--- src/rtl/karat_pkg.sv ---
// Shared Karatsuba multiplier FSM encodings, reused by the FPU control.
// Latency: n/a (declarations only).
// Backpressure: n/a.
package karat_pkg;

  localparam logic [2:0] ST_IDLE    = 3'd0;
  localparam logic [2:0] ST_MUL_LO  = 3'd1;
  localparam logic [2:0] ST_MUL_HI  = 3'd2;
  localparam logic [2:0] ST_MUL_MID = 3'd3;
  localparam logic [2:0] ST_ACC     = 3'd4;

  typedef enum logic [2:0] {
    IDLE    = ST_IDLE,
    MUL_LO  = ST_MUL_LO,
    MUL_HI  = ST_MUL_HI,
    MUL_MID = ST_MUL_MID,
    ACC     = ST_ACC
  } karat_state_e;

endpackage

--- src/rtl/karat_seq_mult_mul.sv ---
// Unsigned W x W combinational multiplier shared across Karatsuba phases.
// Latency: 0 cycles (purely combinational).
// Backpressure: none; output follows inputs.
module multiplier_C #(
  parameter int W = 9
) (
  input  logic [W-1:0]   a_i,
  input  logic [W-1:0]   b_i,
  output logic [2*W-1:0] p_o
);

  assign p_o = a_i * b_i;

endmodule

--- src/rtl/karat_seq_mult.sv ---
// Sequential one-level Karatsuba 2SW x 2SW unsigned multiplier, one shared multiplier.
// Latency: start accepted at edge E, valid_o high in the cycle after edge E+4.
// Backpressure: starts while busy_o is high are dropped, not queued.
module karat_seq_mult
  import karat_pkg::*;
#(
  parameter int SW = 8
) (
  input  logic            clk,
  input  logic            rst,
  input  logic            start_i,
  input  logic [2*SW-1:0] Data_A_i,
  input  logic [2*SW-1:0] Data_B_i,
  output logic            busy_o,
  output logic            valid_o,
  output logic [4*SW-1:0] Data_S_o
);

  localparam int OW = 2 * SW;
  localparam int PW = 2 * SW + 2;
  localparam int RW = 4 * SW + 2;

  karat_state_e    state_q, state_d;
  logic [OW-1:0]   a_q, a_d, b_q, b_d;
  logic [OW-1:0]   p0_q, p0_d, p2_q, p2_d;
  logic [PW-1:0]   pm_q, pm_d;
  logic [4*SW-1:0] s_q, s_d;
  logic            busy_q, busy_d, valid_q, valid_d;

  logic [SW:0]     mul_a, mul_b, a_sum, b_sum;
  logic [PW-1:0]   mul_p;
  logic [RW-1:0]   s_full;

  assign a_sum = {1'b0, a_q[OW-1:SW]} + {1'b0, a_q[SW-1:0]};
  assign b_sum = {1'b0, b_q[OW-1:SW]} + {1'b0, b_q[SW-1:0]};

  // Middle term is non-negative and the top two bits of the sum are always zero.
  assign s_full = (RW'(p2_q) << OW)
                + ((RW'(pm_q) - RW'(p2_q) - RW'(p0_q)) << SW)
                + RW'(p0_q);

  always_comb begin
    mul_a = '0;
    mul_b = '0;
    case (state_q)
      MUL_LO: begin
        mul_a = {1'b0, a_q[SW-1:0]};
        mul_b = {1'b0, b_q[SW-1:0]};
      end
      MUL_HI: begin
        mul_a = {1'b0, a_q[OW-1:SW]};
        mul_b = {1'b0, b_q[OW-1:SW]};
      end
      MUL_MID: begin
        mul_a = a_sum;
        mul_b = b_sum;
      end
      default: begin
        mul_a = '0;
        mul_b = '0;
      end
    endcase
  end

  multiplier_C #(.W(SW + 1)) u_mul (
    .a_i(mul_a),
    .b_i(mul_b),
    .p_o(mul_p)
  );

  always_comb begin
    state_d = state_q;
    a_d     = a_q;
    b_d     = b_q;
    p0_d    = p0_q;
    p2_d    = p2_q;
    pm_d    = pm_q;
    s_d     = s_q;
    busy_d  = busy_q;
    valid_d = 1'b0;
    case (state_q)
      IDLE: begin
        if (start_i) begin
          a_d     = Data_A_i;
          b_d     = Data_B_i;
          busy_d  = 1'b1;
          state_d = MUL_LO;
        end
      end
      MUL_LO: begin
        p0_d    = mul_p[OW-1:0];
        state_d = MUL_HI;
      end
      MUL_HI: begin
        p2_d    = mul_p[OW-1:0];
        state_d = MUL_MID;
      end
      MUL_MID: begin
        pm_d    = mul_p;
        state_d = ACC;
      end
      ACC: begin
        s_d     = s_full[4*SW-1:0];
        busy_d  = 1'b0;
        valid_d = 1'b1;
        state_d = IDLE;
      end
      default: begin
        busy_d  = 1'b0;
        state_d = IDLE;
      end
    endcase
  end

  always_ff @(posedge clk or posedge rst) begin
    if (rst) begin
      state_q <= IDLE;
      a_q     <= '0;
      b_q     <= '0;
      p0_q    <= '0;
      p2_q    <= '0;
      pm_q    <= '0;
      s_q     <= '0;
      busy_q  <= 1'b0;
      valid_q <= 1'b0;
    end else begin
      if (state_q == ACC) assert (s_full[RW-1:4*SW] == '0);
      state_q <= state_d;
      a_q     <= a_d;
      b_q     <= b_d;
      p0_q    <= p0_d;
      p2_q    <= p2_d;
      pm_q    <= pm_d;
      s_q     <= s_d;
      busy_q  <= busy_d;
      valid_q <= valid_d;
    end
  end

  assign busy_o   = busy_q;
  assign valid_o  = valid_q;
  assign Data_S_o = s_q;

endmodule

--- config.mk ---
export PLATFORM = sky130hd
export DESIGN_NAME = karat_seq_mult
export DESIGN_NICKNAME = d
export VERILOG_FILES = /design/src/rtl/karat_pkg.sv /design/src/rtl/karat_seq_mult_mul.sv /design/src/rtl/karat_seq_mult.sv
export SDC_FILE = /design/constraint.sdc
export NUM_CORES = 1
export LEC_CHECK = 0
export BUFFER_PORTS_ARGS = -buffer_cell sky130_fd_sc_hd__buf_2
export CAP_MARGIN = 20
export CORE_MARGIN = 1
export CORE_UTILIZATION = 30
export CTS_CLUSTER_SIZE = 40
export DETAILED_ROUTE_END_ITERATION = 10
export GPL_ROUTABILITY_DRIVEN = 0
export GPL_TIMING_DRIVEN = 1
export SYNTH_ARGS = -nofsm -noshare
export SYNTH_HDL_FRONTEND = slang
export SYNTH_SLANG_ARGS = --single-unit
--- constraint.sdc ---
create_clock -name clk -period 18.1 [get_ports clk]
set_input_delay 1.81 -clock clk [delete_from_list [all_inputs] [get_ports clk]]
set_output_delay 1.81 -clock clk [all_outputs]
set_load 0.05 [all_outputs]
==> out/qor.txt, run 1 <==
Die Area = 35,000 µm²
Fmax = 0.144 GHz
outcome = finished clean
slowest stage delay, CP = 0.85 ns
H-tree depth = 4
Slew headroom = 0.167
number of routed nets with antenna violations = 0
dominant synthesized flop cell = dfrtp_1
CP Launch Type = flip-flop
Rows = 67
hold crit path type = flip-flop to flip-flop
Total Routing Usage GR = 0.137
number of CTS-inserted buffers = 17
DRT Pass-1 Iters = 7
asr flop ratio synth = 1.00
Max Slew Vio Count = 0
HPWL Detailed = 18,200 µm
Final Cycle Share = 0.384
initial antenna violation count = 0
crit path capture type = flip-flop
CP required = 18.37 ns
Area Overhead vs Synth = 13.9%
Root Buffer = clkbuf_16
#FFs+latches synth = 119
Area after DPL = 11,100 µm²
number of port buffers = 68
setup_tns = 0 ns
Worst Path Class, Setup = flip-flop to flip-flop
cell taking the most area after synthesis = dfrtp_1
drt total wl = 22,900 µm
Fillers = 3,519
layout cells sized above 1 = 0.131
max-cap violations = 0
die width = 187 µm
Die Y = 187 µm
largest net degree at the start of global routing = 84
Synth area leaders = dfrtp_1 29%, ha_1 13%, fa_1 11%
final worst path period need = 6.95 ns
post-DR wirelength/cell = 13.7 µm
clk sinks = 119
EDFF count, synth = 0
post-synthesis cell area = 10,300 µm²
worst hold endpoint = Data_S_o[24]$_DFFE_PP0P_
CTS tree = done
share of the synthesized area in the top cell type = 0.289
hold_sp = Data_S_o[24]$_DFFE_PP0P_
vias = 7,869
# diodes = 0
clk_lat worst skew = 0.42 ns
Design Area, Final = 11,700 µm²
Max clock buf depth = 2
Mapped Avg Cell Area = 8.96 µm²
Net Count, Synth = 1,348
Worst EP arrival = 7.22 ns
Worst R2R End = p0_q[14]$_DFFE_PP0N_
worst-path fanout max = 9
top-level port count = 69
distinct cell type count after synthesis = 65
Slowest cell on crit path = a222oi_1
Initial Utilization = 0.306
1st-iter DRT viols = 360
post-synthesis sequential area ratio = 0.289
final hold vios = 0
via count of the first global-routing pass = 7,819
Syn Inst Count = 1,149
post-cts resize count = 0
R2R Path Start = b_q[8]$_DFFE_PP0P_
DRC = 0
hold-fix buffers at CTS = 0
nets = 1,412
Worst-path clk slew = 0.06 ns
post-CTS setup buffers = 0
worst-margin pin slew = 1.25 ns
Post-Layout Cell Count = 1,673
cell count of the worst hold path = 2
post-placement cell count = 1,639
Core Util, Final = 0.349
Syn. warnings = 0
GR Overflow Total = 0
Layout Skew = 0.0109 ns
core area = 33,600 µm²
Vias/cell = 4.70
first-pass GRT wire length = 39,100 µm
Reg2Reg Setup Slack = 11.15 ns
Setup Viol. Count Final = 0
RSZ-0062 raised after global routing = no
R2R cell count = 27
==> layout by cell type (no fill, tap or decap), drive strengths merged, types with 4 or more instances in the layout <==
cell type | netlist | routed
inv | 141 | 145
a21o | 12 | 12
a222oi | 8 | 8
a21boi | 6 | 6
a211oi | 5 | 5
clkbuf | 24 | 19
nor2 | 70 | 70
xor2 | 20 | 20
o21ai | 107 | 107
clkinvlp | 0 | 5
a21oi | 56 | 56
o21bai | 15 | 15
ha | 109 | 109
nand2b | 25 | 25
nor3 | 12 | 12
and3 | 5 | 5
fa | 55 | 55
or3 | 4 | 4
nand3 | 10 | 10
buf | 5 | 73
a311oi | 5 | 5
nor2b | 12 | 12
mux2 | 34 | 34
nand2 | 155 | 155
a31oi | 7 | 7
or2 | 8 | 8
and2 | 11 | 11
xnor2 | 54 | 54
o21a | 13 | 13
dfrtp | 119 | 119
==> metal layers <==
layer	vias to the layer above	track usage	part of all wire
li1	4006	-	-
met1	3718	0.189	0.50
met2	133	0.220	0.46
met3	12	0.0251	0.033
met4	0	0.0381	0.0079
met5	-	0	0
==> kinds of logic (layout without fill, tap and decap cells) <==
| family | count (synthesis) | after routing | share of synthesized area |
|---|---|---|---|
| buffers and inverters | 171 | 247 | 0.0646 |
| multiplexers | 34 | 34 | 0.0372 |
| XOR/XNOR | 74 | 74 | 0.0630 |
| adder cells (fa/ha/maj) | 164 | 164 | 0.240 |
| AND/OR/NAND/NOR | 327 | 327 | 0.145 |
| flip-flops | 119 | 119 | 0.289 |
| AO/OA/AOI/OAI | 260 | 260 | 0.161 |
==> worst max-delay path, delay by kind of cell, from the launching register on <==
kind / cells / cell delay, ns
AO/OA/AOI/OAI: 9 / 2.26
adder cells (fa/ha/maj): 7 / 2.95
buffers and inverters: 5 / 0.27
AND/OR/NAND/NOR: 4 / 0.52
flip-flops: 1 / 0.39
XOR/XNOR: 2 / 0.39
==> sequential cells by signal, summed over array words and instances (netlist names) <==
signal,flops
Data_S_o,32
a_q,16
b_q,16
busy_o,1
p0_q,16
p2_q,16
pm_q,18
state_q,3
valid_o,1
==> cell usage after synthesis, types with 6 or more instances <==
library cell,count
nand2_1,154
inv_1,141
dfrtp_1,119
ha_1,109
o21ai_0,98
nor2_1,70
a21oi_1,56
fa_1,55
xnor2_1,54
mux2_2,34
nand2b_1,25
clkbuf_1,24
xor2_1,20
o21bai_1,14
o21a_1,13
a21o_1,12
nor2b_1,12
nor3_1,12
and2_1,10
nand3_1,10
o21ai_1,9
a222oi_1,8
a31oi_1,7
a21boi_0,6
==> cell type report <==
class	instances	area (µm²)	share of cell area
inverter	142	536	0.0457
sequential	119	2980	0.254
timing repair buffer	74	403	0.0344
tap	448	561	0.0478
clock buffer	18	439	0.0375
multi-input combinational	859	6660	0.568
clock inverter	13	146	0.0125
==> how the worst max path moves through the flow <==
stage	start	to	slack, ns	cells after the start
3_3_place_gp	state_q[2]$_DFFE_PP0N_	pm_q[17]$_DFFE_PP0P_	10.46	22
5_1_grt	state_q[2]$_DFFE_PP0N_	pm_q[17]$_DFFE_PP0P_	10.52	22
2_1_floorplan	a_q[0]$_DFFE_PP0P_	pm_q[17]$_DFFE_PP0P_	12.07	25
4_1_cts	state_q[2]$_DFFE_PP0N_	pm_q[17]$_DFFE_PP0P_	10.22	22
6_report	b_q[8]$_DFFE_PP0P_	p0_q[14]$_DFFE_PP0N_	11.15	27
3_5_place_dp	state_q[2]$_DFFE_PP0N_	pm_q[17]$_DFFE_PP0P_	10.23	22
==> metrics by stage <==
stage | hold WS, ns | setup WS, ns
2_1_floorplan | 0.450 | 12.07
3_3_place_gp | 0.455 | 10.46
3_5_place_dp | 0.461 | 10.23
4_1_cts | 0.475 | 10.22
5_1_grt | 0.496 | 10.52
6_report | 0.471 | 11.15
Power of run 1 is left out: the tool's default activity adds up to more than one toggle a clock period on the data nets, which glitch-free logic cannot reach.
==> run 2, diff against run 1 <==
clock period = 5.75 ns   (was 18.1 ns; I/O delays follow)
==> run 2 against run 1 <==
Core utilization rose by 2.8 points. The flow now finishes with violations (setup timing). Critical endpoint is now pm_q[17]$_DFFE_PP0P_. Largest cell class unchanged. Sequential share of layout area shrank 1.9 points. First-iteration DRC count grew 1.4%. Setup slack got worse by 11 ns. Critical path type unchanged.
==> out/qor.txt, run 2 (synthesis results as in run 1) <==
outcome = complete, but fails checks (was finished clean)
failing checks = setup timing
Sequential Area = 2980 µm² (unchanged)
Worst R2R End = pm_q[17]$_DFFE_PP0P_ (was p0_q[14]$_DFFE_PP0N_)
Layout Skew = 0.0144 ns (was 0.0109 ns)
commonest non-fill, non-tap cell in the layout = nand2_1 (unchanged)
via count of the first global-routing pass = 8,255 (was 7,819)
Worst EP arrival = 6.07 ns (was 7.22 ns)
Fillers = 3,395 (was 3,519)
H-tree depth = 4 (unchanged)
1st-iter DRT viols = 365 (was 360)
setup ws final = -0.00880 ns (was 11.15 ns)
number of port buffers = 68 (unchanged)
Die Y = 187 µm (unchanged)
Root Buffer = clkbuf_16 (unchanged)
Fmax = 0.174 GHz (was 0.144 GHz)
Area after DPL = 11,700 µm² (was 11,100 µm²)
area of the multi-input gates = 7040 µm² (was 6660 µm²)
layout cells sized above 1 = 0.234 (was 0.131)
Slew headroom = 0.362 (was 0.167)
# diodes = 0 (unchanged)
crit-path most repeated cell = fa_1
Post-Layout Cell Count = 1,754 (was 1,673)
Worst-path clk slew = 0.06 ns (about the same)
Worst path top cell family by delay = adder cells (unchanged)
end of the critical path = pm_q[17]$_DFFE_PP0P_ (was p0_q[14]$_DFFE_PP0N_)
RSZ-0062 raised after global routing = yes (was no)
Slowest cell on crit path = fa_1 (was a222oi_1)
Setup Viol. Count Final = 1 (was 0)
Reg2Reg Setup Slack = -0.009 ns (was 11.15 ns)
Final Cycle Share = 1.00 (was 0.384)
Rows = 67 (unchanged)
Worst Path Class, Setup = flip-flop to flip-flop (unchanged)
HPWL Detailed = 19,000 µm (was 18,200 µm)
post-placement cell count = 1,707 (was 1,639)
Design Area, Final = 12,700 µm² (was 11,700 µm²)
drt total wl = 23,800 µm (was 22,900 µm)
Max clock buf depth = 2 (unchanged)
DRC = 0 (unchanged)
final hold vios = 0 (unchanged)
vias = 8,199 (was 7,869)
crit path capture type = flip-flop (unchanged)
Area Overhead vs Synth = 23.2% (was 13.9%)
worst-path fanout max = 4 (was 9)
number of CTS-inserted buffers = 17 (unchanged)
R2R cell count = 27 (unchanged)
number of routed nets with antenna violations = 0 (unchanged)
Total Routing Usage GR = 0.141 (was 0.137)
initial antenna violation count = 0 (unchanged)
CTS tree = done (unchanged)
die width = 187 µm (unchanged)
slowest stage delay, CP = 0.54 ns (was 0.85 ns)
Max Slew Vio Count = 0 (unchanged)
largest net degree at the start of global routing = 80 (was 84)
worst-margin pin slew = 0.954 ns (was 1.25 ns)
Levels on crit path = 27 (unchanged)
max-cap violations = 0 (unchanged)
nets = 1,493 (was 1,412)
GR Overflow Total = 0 (unchanged)
clk_lat worst skew = 0.43 ns (was 0.42 ns)
clk sinks = 119 (unchanged)
top-level port count = 69 (unchanged)
hold crit path type = primary input to asynchronous set/reset pin (was flip-flop to flip-flop)
Bufs and invs on worst path = 5 (unchanged)
post-DR wirelength/cell = 13.6 µm (was 13.7 µm)
setup_tns = -0.00880 ns (was 0 ns)
final worst path period need = 5.76 ns (was 6.95 ns)
CP Launch Type = flip-flop (unchanged)
Die Area = 35,000 µm² (unchanged)
pre-CTS WS = -0.139 ns (was 10.23 ns)
Vias/cell = 4.67 (was 4.70)
core area = 33,600 µm² (unchanged)
R2R Path Start = a_q[0]$_DFFE_PP0P_ (was b_q[8]$_DFFE_PP0P_)
most frequent cells in the layout = 152 x nand2_1, 134 x inv_1, 119 x dfrtp_1 (was 154 x nand2_1, 140 x inv_1, 119 x dfrtp_1)
CP required = 6.06 ns (was 18.37 ns)
DRT Pass-1 Iters = 6 (was 7)
max reg flops = 32 (unchanged)
first-pass GRT wire length = 40,200 µm (was 39,100 µm)
start point of the critical path = a_q[0]$_DFFE_PP0P_ (was b_q[8]$_DFFE_PP0P_)
Initial Utilization = 0.306 (unchanged)
-- run 2: changes by cell type in the layout (fill, tap and decap cells not counted), moves of 8 or more --
cell,change
a21oi_1,-14
a21oi_2,+12
buf_4,+82
ha_1,-10
ha_4,+8
o21ai_0,-17
o21ai_1,+12
-- run 2: what timing repair did --
action	in CTS	in global routing
hold buffers	0	0
pin swaps	37	50
buffers inserted	10	5
gates resized for setup	17	42
setup endpoints to repair	12	29
-- run 2: worst min-delay path by stage --
stage	end	depth (start not counted)	slack, ns
final	busy_o$_DFFE_PP0P_	2	0.18
after global routing	a_q[9]$_DFFE_PP0P_	2	0.22
after CTS	b_q[9]$_DFFE_PP0P_	3	0.35
after detailed placement	Data_S_o[9]$_DFFE_PP0P_	2	0.47
after global placement	Data_S_o[17]$_DFFE_PP0P_	1	0.46
after floorplan	p0_q[6]$_DFFE_PP0N_	2	0.45
-- run 2: routing by layer --
metal  vias up  GRT usage  share of wire
met5         -          0              0
met1      3851      0.189           0.49
met3        40     0.0293          0.037
li1       4165          -              -
met2       143      0.224           0.45
met4         0     0.0498          0.023
-- run 2: layout make-up --
cell class	instances	share of cell area
Timing Repair Buffer	155	0.0796
Clock buffer	17	0.0336
Clock inverter	14	0.0101
Sequential cell	119	0.235
Tap cell	448	0.0442
Multi-Input combinational cell	859	0.555
Inverter	142	0.0422
-- run 2: through the flow --
step	hold WS (ns)	utilization
floorplan	0.450	-
global placement	0.455	0.348
detailed placement	0.465	0.348
CTS	0.351	0.370
global route	0.217	0.377
finish	0.178	0.377
-- run 2: worst reg2reg max path, stage by stage (launching register included) --
cell      delay (ns)
dfrtp_1         0.41
ha_4            0.18
fa_2            0.35
a21o_1          0.19
a21oi_2         0.14
o21bai_1        0.09
a21oi_2         0.17
xnor2_1         0.13
a222oi_1        0.08
buf_4           0.17
buf_4           0.13
nand2b_4        0.14
fa_1            0.54
inv_2           0.04
fa_1            0.49
fa_1            0.51
inv_1           0.05
fa_1            0.49
inv_2           0.05
ha_4            0.16
nand2_2         0.07
nand2_2         0.05
a31o_4          0.22
a211oi_4        0.30
a21oi_2         0.13
a31oi_2         0.16
xnor2_1         0.13
o21ai_1         0.07
Power of run 2 is left out for the same reason.
